File: src/rtl/cacheline_adaptor_if.sv
// Cache-line / memory-burst bus bundle between a cache and a burst-oriented memory port.
// slave is the adaptor's view; master is the view of whatever drives the cache and memory sides.
interface cacheline_adaptor_if #(
  parameter int LINE_W  = 256,
  parameter int BURST_W = 64
);
  logic [LINE_W-1:0]  line_i;
  logic [LINE_W-1:0]  line_o;
  logic [31:0]        address_i;
  logic               read_i;
  logic               write_i;
  logic               resp_o;
  logic [BURST_W-1:0] burst_i;
  logic [BURST_W-1:0] burst_o;
  logic [31:0]        address_o;
  logic               read_o;
  logic               write_o;
  logic               resp_i;

  modport slave (
    input  line_i, address_i, read_i, write_i, burst_i, resp_i,
    output line_o, resp_o, burst_o, address_o, read_o, write_o
  );

  modport master (
    output line_i, address_i, read_i, write_i, burst_i, resp_i,
    input  line_o, resp_o, burst_o, address_o, read_o, write_o
  );
endinterface

File: src/rtl/cacheline_adaptor.sv
// Splits cache-line reads/writes into BEATS memory beats; resp_o pulses one cycle after the last beat (>= 5 cycles).
// Memory stalls by holding resp_i low; cache requests are latched on acceptance and ignored until the return to IDLE.
module cacheline_adaptor #(
  parameter int LINE_W  = 256,
  parameter int BURST_W = 64
) (
  input logic                  clk,
  input logic                  rst,
  cacheline_adaptor_if.slave   bus
);
  localparam int BEATS = LINE_W / BURST_W;
  localparam int CNT_W = $clog2(BEATS);
  localparam logic [31:0] ALIGN_MASK = ~(32'(LINE_W / 8) - 32'd1);

  typedef enum logic [1:0] {IDLE, READ, WRITE, DONE} state_t;

  state_t             state;
  logic [CNT_W-1:0]   cnt;
  logic [CNT_W-1:0]   cnt_nxt;
  logic               last_beat;
  logic [LINE_W-1:0]  wr_line;

  assign cnt_nxt   = cnt + 1'b1;
  assign last_beat = (cnt == CNT_W'(BEATS - 1));

  always_ff @(posedge clk or posedge rst) begin
    if (rst) begin
      state         <= IDLE;
      cnt           <= '0;
      wr_line       <= '0;
      bus.read_o    <= 1'b0;
      bus.write_o   <= 1'b0;
      bus.resp_o    <= 1'b0;
      bus.address_o <= '0;
      bus.burst_o   <= '0;
      bus.line_o    <= '0;
    end else begin
      bus.resp_o <= 1'b0;
      case (state)
        IDLE: begin
          // Read wins when both requests arrive together.
          if (bus.read_i) begin
            state         <= READ;
            bus.read_o    <= 1'b1;
            bus.address_o <= bus.address_i & ALIGN_MASK;
            cnt           <= '0;
          end else if (bus.write_i) begin
            state         <= WRITE;
            bus.write_o   <= 1'b1;
            bus.address_o <= bus.address_i & ALIGN_MASK;
            wr_line       <= bus.line_i;
            bus.burst_o   <= bus.line_i[BURST_W-1:0];
            cnt           <= '0;
          end
        end
        READ: begin
          if (bus.resp_i) begin
            bus.line_o[cnt*BURST_W +: BURST_W] <= bus.burst_i;
            cnt <= cnt_nxt;
            if (last_beat) begin
              state      <= DONE;
              bus.read_o <= 1'b0;
              bus.resp_o <= 1'b1;
            end
          end
        end
        WRITE: begin
          if (bus.resp_i) begin
            cnt <= cnt_nxt;
            // burst_o keeps the final beat once the line has been sent.
            if (last_beat) begin
              state       <= DONE;
              bus.write_o <= 1'b0;
              bus.resp_o  <= 1'b1;
            end else begin
              bus.burst_o <= wr_line[cnt_nxt*BURST_W +: BURST_W];
            end
          end
        end
        DONE:    state <= IDLE;
        default: state <= IDLE;
      endcase
    end
  end
endmodule

File: src/flat_wrapper.sv
// flat-port wrapper written by rule: the top's interface ports become plain ports
module cacheline_adaptor_flat 
#(
  parameter int LINE_W  = 256,
  parameter int BURST_W = 64
)
  (clk, rst, bus_line_i, bus_address_i, bus_read_i, bus_write_i, bus_burst_i, bus_resp_i, bus_line_o, bus_resp_o, bus_burst_o, bus_address_o, bus_read_o, bus_write_o);
  cacheline_adaptor_if #(.LINE_W(LINE_W), .BURST_W(BURST_W)) bus_i ();
  input logic clk;
  input logic rst;
  input wire logic [$bits(bus_i.line_i)-1:0] bus_line_i;
  input wire logic [$bits(bus_i.address_i)-1:0] bus_address_i;
  input wire logic [$bits(bus_i.read_i)-1:0] bus_read_i;
  input wire logic [$bits(bus_i.write_i)-1:0] bus_write_i;
  input wire logic [$bits(bus_i.burst_i)-1:0] bus_burst_i;
  input wire logic [$bits(bus_i.resp_i)-1:0] bus_resp_i;
  output wire logic [$bits(bus_i.line_o)-1:0] bus_line_o;
  output wire logic [$bits(bus_i.resp_o)-1:0] bus_resp_o;
  output wire logic [$bits(bus_i.burst_o)-1:0] bus_burst_o;
  output wire logic [$bits(bus_i.address_o)-1:0] bus_address_o;
  output wire logic [$bits(bus_i.read_o)-1:0] bus_read_o;
  output wire logic [$bits(bus_i.write_o)-1:0] bus_write_o;
  assign bus_i.line_i = bus_line_i;
  assign bus_i.address_i = bus_address_i;
  assign bus_i.read_i = bus_read_i;
  assign bus_i.write_i = bus_write_i;
  assign bus_i.burst_i = bus_burst_i;
  assign bus_i.resp_i = bus_resp_i;
  assign bus_line_o = bus_i.line_o;
  assign bus_resp_o = bus_i.resp_o;
  assign bus_burst_o = bus_i.burst_o;
  assign bus_address_o = bus_i.address_o;
  assign bus_read_o = bus_i.read_o;
  assign bus_write_o = bus_i.write_o;
  cacheline_adaptor #(.LINE_W(LINE_W), .BURST_W(BURST_W)) u_core (.clk(clk), .rst(rst), .bus(bus_i));
endmodule
File: config.mk
export PLATFORM = sky130hd
export DESIGN_NAME = cacheline_adaptor_flat
export DESIGN_NICKNAME = d
export VERILOG_FILES = /design/src/rtl/cacheline_adaptor_if.sv /design/src/rtl/cacheline_adaptor.sv /design/src/flat_wrapper.sv
export SDC_FILE = /design/constraint.sdc
export NUM_CORES = 1
export LEC_CHECK = 0
export CAP_MARGIN = 20
export CORE_AREA = 2 2 280 282
export DETAILED_ROUTE_END_ITERATION = 12
export DIE_AREA = 0 0 282 284
export PLACE_DENSITY = 0.66
export SETUP_SLACK_MARGIN = 0.05
export SLEW_MARGIN = 15
export SYNTH_ARGS = -nofsm -noshare
export SYNTH_HDL_FRONTEND = slang
export SYNTH_SLANG_ARGS = --single-unit
File: constraint.sdc
create_clock -name clk -period 55.5 [get_ports clk]
set_input_delay 11.1 -clock clk [delete_from_list [all_inputs] [get_ports clk]]
set_output_delay 11.1 -clock clk [all_outputs]
set_load 0.005 [all_outputs]
# After elaboration in Yosys (flattened, before gate mapping)

Index checks and enable logic that the tools add are counted.

Word-level logic and storage cells: 71
Register bits: 615

Reduce and logical (&&, ||, !) cells: 14
Muxes and demuxes: 27
Bitwise operators: 1
Add/subtract/negate cells: 2
Shifts and indexed selects: 3
Eq/ne operators: 15

Operators by type and width:

| cell                                                                       | number |
|---|---|
| 256-bit bitwise mux                                                        | 1 |
| 64-bit 2-to-1 mux                                                          | 4 |
| 64-bit by 34-bit variable shift with 256-bit output (first input constant) | 1 |
| 256-bit by 9-bit indexed part select with 64-bit output                    | 1 |
| 64-bit by 34-bit indexed part select with 256-bit output                   | 1 |
| 64-bit case mux with 2 select lines                                        | 1 |
| 32-bit 2-to-1 mux                                                          | 2 |
| 8-bit negator with 34-bit output                                           | 1 |
| 2-bit 2-to-1 mux                                                           | 7 |
| 2-bit inequality test (second input constant)                              | 6 |
| 5-bit AND reduction                                                        | 2 |
| 3-bit AND reduction                                                        | 3 |
| 1-bit 2-to-1 mux                                                           | 8 |
| 2-bit by 1-bit inequality test with 1-bit output (second input constant)   | 4 |
| 2-bit nonzero test                                                         | 4 |
| 2-bit equality test (second input constant)                                | 3 |
| 2-bit case mux with 3 select lines                                         | 1 |
| 1-bit case mux with 2 select lines                                         | 2 |
| 2-bit case mux with 2 select lines                                         | 1 |
| 2-bit AND reduction                                                        | 2 |
| 4-bit AND reduction                                                        | 1 |
| 3-bit inequality test (second input constant)                              | 1 |
| 2-bit by 1-bit adder with 2-bit output (second input constant)             | 1 |
| 2-bit by 1-bit equality test with 1-bit output (second input constant)     | 1 |
| other kinds (3)                                                            | 3 |

# Longest topological paths before layout

Depth after elaboration: 5
Gate-level depth with buffers: 8
Mapped depth without buffers: 6

# Least setup slack after synthesis

No wires, ideal clock.

Path kind: input port to flip-flop
From: input port bus_resp_i
To: register u_core.bus.burst_o[52]
Path slack: 42.870 ns
Arrival: 12.506 ns
Setup time: 0.125 ns
Stages on the path: 5
Path through: buf_2 -> inv_1 -> a2111oi_4 -> buf_6 -> mux2_2

Longest elaborated chain between the ends: 2

RTL lines:

| element                         | line                       | RTL |
|---|---|---|
| from (decl)                     | flat_wrapper.sv:16         | `input wire logic [$bits(bus_i.resp_i)-1:0] bus_resp_i;` |
| 2-bit inequality test (no line) | --                         |  |
| 5-bit AND reduction (no line)   | --                         |  |
| to (signal assigned)            | cacheline_adaptor.sv:52    | `bus.burst_o <= bus.line_i[BURST_W-1:0];` |
| to (signal assigned)            | cacheline_adaptor.sv:76    | `bus.burst_o <= wr_line[cnt_nxt*BURST_W +: BURST_W];` |
| to (decl)                       | cacheline_adaptor_if.sv:22 | `output line_o, resp_o, burst_o, address_o, read_o, write_o` |

No other way between the ends.
A chain may end at the register's enable or synchronous reset.

==> flow_summary.yaml <==
sta:
  max-slew-margin-rel: 0.281
  fin_crit_sh: 0.254
  timing.fmax_ghz: 0.0709
  fin_crit_ps: 14110
  setup_tns_ps: 0
  rsz0062_at_grt: "false"
  hold_ws_ps: 489
  setup_viol: 0
  finClkSkew_ps: 39.2
  setup_ws_ps: 41390
  tightest_slew_ps: 1080
  report.final.slew_viol_count: 0
  final_hold_viol_count: 0
grt:
  globalRouteMet1Util: 0.233
  grt-ovfl-total: 0
  grt_antenna_before_repair: 27
  grt_most_used_layer: "met2"
  grt_pass1_wl_um: 120000
  grtUsageMet3: 0.0693
  grt_use_met2: 0.320
  grt_usage: 0.197
  grt_pass1_vias: 18300
  grt_max_degree: 188
hold_path:
  hold_end: "u_core.bus.burst_o[56]$_DFFE_PP0P_"
  hp-class: "reg -> reg"
  whs_path_depth: 1
  hp-start: "u_core.bus.burst_o[56]$_DFFE_PP0P_"
cts:
  htreeDepth: 3
  numClockSinks: 610
  ctsResizeCount: 0
  cts_buffer_depth: 3
  clkTransAtPathRegs_ps: 60
  post_cts_buffers: 0
  clock-root-buffer: "clkbuf_16"
  clk_latency_ps: 620
  tritoncts: "done"
  cts-buffers-inserted: 69
  hold_buffers: 0
critical_path:
  critical_path_depth: 6
  r2r_slack_ps: 51210
  criticalPathCategory: "in -> async"
  start_kind: "input port"
  critPathRequiredTime_ps: 56130
  path_buf_inv: 6
  crit_chain: "clkdlybuf4s50_1 > inv_8 > buf_12 > buf_16 > buf_4 > buf_4"
  critPathMaxStageDelay_ps: 760
  crit_arrival_ps: 14740
  path_delay_family: "buffers and inverters"
  endpoint_kind: "asynchronous set/reset pin"
  reg2reg_to: "u_core.bus.burst_o[18]$_DFFE_PP0P_"
  crit_fanout: 143
  crit_top_cell: "buf_4"
  r2r_start: "u_core.cnt[0]$_DFFE_PP0P_"
  slowest_stage: "buf_4"
  worstRegToRegCells: 7
floorplanning:
  ioPinCount: 712
  die_y_um: 284
  initial_core_util: 0.322
  die_w_um: 282
  row_count: 102
  die_area_um2: 80100
  core_um2: 77000
drt:
  drt-vias-per-instance: 5.07
  first_pass_iters: 5
  avgRoutedWirePerCell_um: 23.5
  drc_errors: 0
  drt_iter0_markers: 1011
  wirelength_um: 80900
  ant_nets: 0
  route.vias.total: 17400
place:
  post-dp-hpwl_um: 55800
  dp_worst_setup_slack_ps: 40740
  gp_congestion: 0.857
  io_buffer_count: 701
layout:
  nNetsFinal: 2710
  drive_above_1_share: 0.203
  fin_util: 0.457
  syn_to_final_growth_pct: 42.2
synthesis:
  ys.flop_type: "dfrtp_1"
  ys_types: 33
  async_reset_ff_frac: 1.00
  synth_top_area_cell: "dfrtp_1"
  yosys_warnings: 0
  netlist_instances: 1669
  ys_seq_elements: 610
  yosys-top-cells-area: "dfrtp_1 62%, mux2_2 15%, a22o_1 9.1%"
  netlist_area_um2: 24700
  synth_common_cells: "610 x dfrtp_1, 338 x mux2_2, 257 x a22o_1"
  synth_edf_count: 0
  synth.most_common_cell: "dfrtp_1"
  netlist.area_leader.share: 0.617
  postSynthAreaPerCell_um2: 14.8
  seq_area_frac_synth: 0.617
pwr:
  p_switching_mw: 0.543
  intPower_mw: 1.24
  power.static_leakage_nw: 15.0
  peakVddDrop_uv: 33.0
  p_comb_frac: 0.354
  clkPwrFrac: 0.263
  seq_power_share: 0.383
  switching_share: 0.305
  pwr_density_cell_nw_per_um2: 50.5
status:
  status: "completed"
flow_run:
  cap_violations: 0
## metrics by stage
step	power (mW)	instances	area, um2
6_report	1.78	3441	35200
5_1_grt	1.88	3435	35200
4_1_cts	1.80	3429	35100
3_5_place_dp	1.33	3310	32800
3_3_place_gp	1.30	3310	32800
2_1_floorplan	1.05	1673	24800
## layout by cell type, fill, tap and decap left out, types with 2 or more instances in the layout
cell type and count:
clkdlybuf4s50_1 701, dfrtp_1 610, mux2_2 338, a22o_1 257
mux2i_1 128, clkbuf_16 69, nand2b_1 65, o221ai_1 64
buf_4 22, clkbuf_8 16, clkbuf_1 13, diode_2 11
mux2_1 10, inv_1 9, ha_1 9, clkinv_2 8
nor2_1 7, nand2_1 6, nor2b_1 6, o21ai_0 5
conb_1 5, clkinv_16 5, bufinv_16 5, nand3_2 4
a21oi_1 2, nand2_2 2, buf_12 2
## worst reg2reg max path: cells and delay by family, from the launching register on
family	cells	cell delay (ps)
adders and majority gates	1	850
AOI/OAI and AO/OA	1	190
DFF	1	500
muxes	2	760
buffers and inverters	3	1870
## layout make-up
| cell class | count | area, um2 |
|---|---|---|
| multi-input cells | 925 | 8920 |
| repair buffers | 726 | 7250 |
| clock inverters | 21 | 385 |
| fillers | 6782 | 41800 |
| inverters | 10 | 45.0 |
| diodes | 11 | 27.5 |
| well taps | 1040 | 1300 |
| flip-flops and latches | 610 | 15300 |
| clock buffers | 98 | 2000 |
## cell families (layout without fill, tap and decap cells)
| kind of cell | after synthesis | in the layout | synth area share |
|---|---|---|---|
| flops | 610 | 610 | 0.617 |
| simple gates | 100 | 100 | 0.0242 |
| fa+ha+maj | 11 | 11 | 0.00556 |
| buf+inv | 138 | 855 | 0.0259 |
| compound gates | 333 | 333 | 0.117 |
| mux | 476 | 476 | 0.210 |
| other cells | 1 | 16 | 0.000152 |
## power groups by stage
| stage | logic (mW) | registers (mW) | clock network [mW] |
|---|---|---|---|
| 2_1_floorplan | 0.380 | 0.673 | 0 |
| 3_3_place_gp | 0.623 | 0.679 | 0 |
| 3_5_place_dp | 0.639 | 0.688 | 0 |
| 4_1_cts | 0.641 | 0.681 | 0.482 |
| 5_1_grt | 0.677 | 0.698 | 0.502 |
| 6_report | 0.629 | 0.681 | 0.469 |
## flip-flops by register name, indices dropped and copies added, names as in the netlist
signal and flops:
u_core.bus.address_o 27, u_core.bus.burst_o 64, u_core.cnt 2, u_core.wr_line 256, u_core.state 2, u_core.bus.line_o 256, u_core.bus.write_o 1, u_core.bus.read_o 1
u_core.bus.resp_o 1
## routing by layer
layer / vias up / part of all wire / routed length (um)
met5: - / 0.0024 / 198
met3: 180 / 0.094 / 7580
met2: 677 / 0.48 / 38900
met1: 8952 / 0.38 / 31000
met4: 30 / 0.039 / 3150
li1: 7609 / - / -
## worst max-delay path by stage
stage | from | endpoint
5_1_grt | rst | u_core.bus.line_o[221]$_DFFE_PP0P_
6_report | rst | u_core.bus.line_o[210]$_DFFE_PP0P_
3_5_place_dp | rst | u_core.bus.burst_o[39]$_DFFE_PP0P_
2_1_floorplan | rst | u_core.bus.address_o[10]$_DFFE_PP0P_
4_1_cts | rst | u_core.bus.line_o[210]$_DFFE_PP0P_
3_3_place_gp | rst | u_core.wr_line[101]$_DFFE_PP0P_
Power figures use the tool's default switching activity.
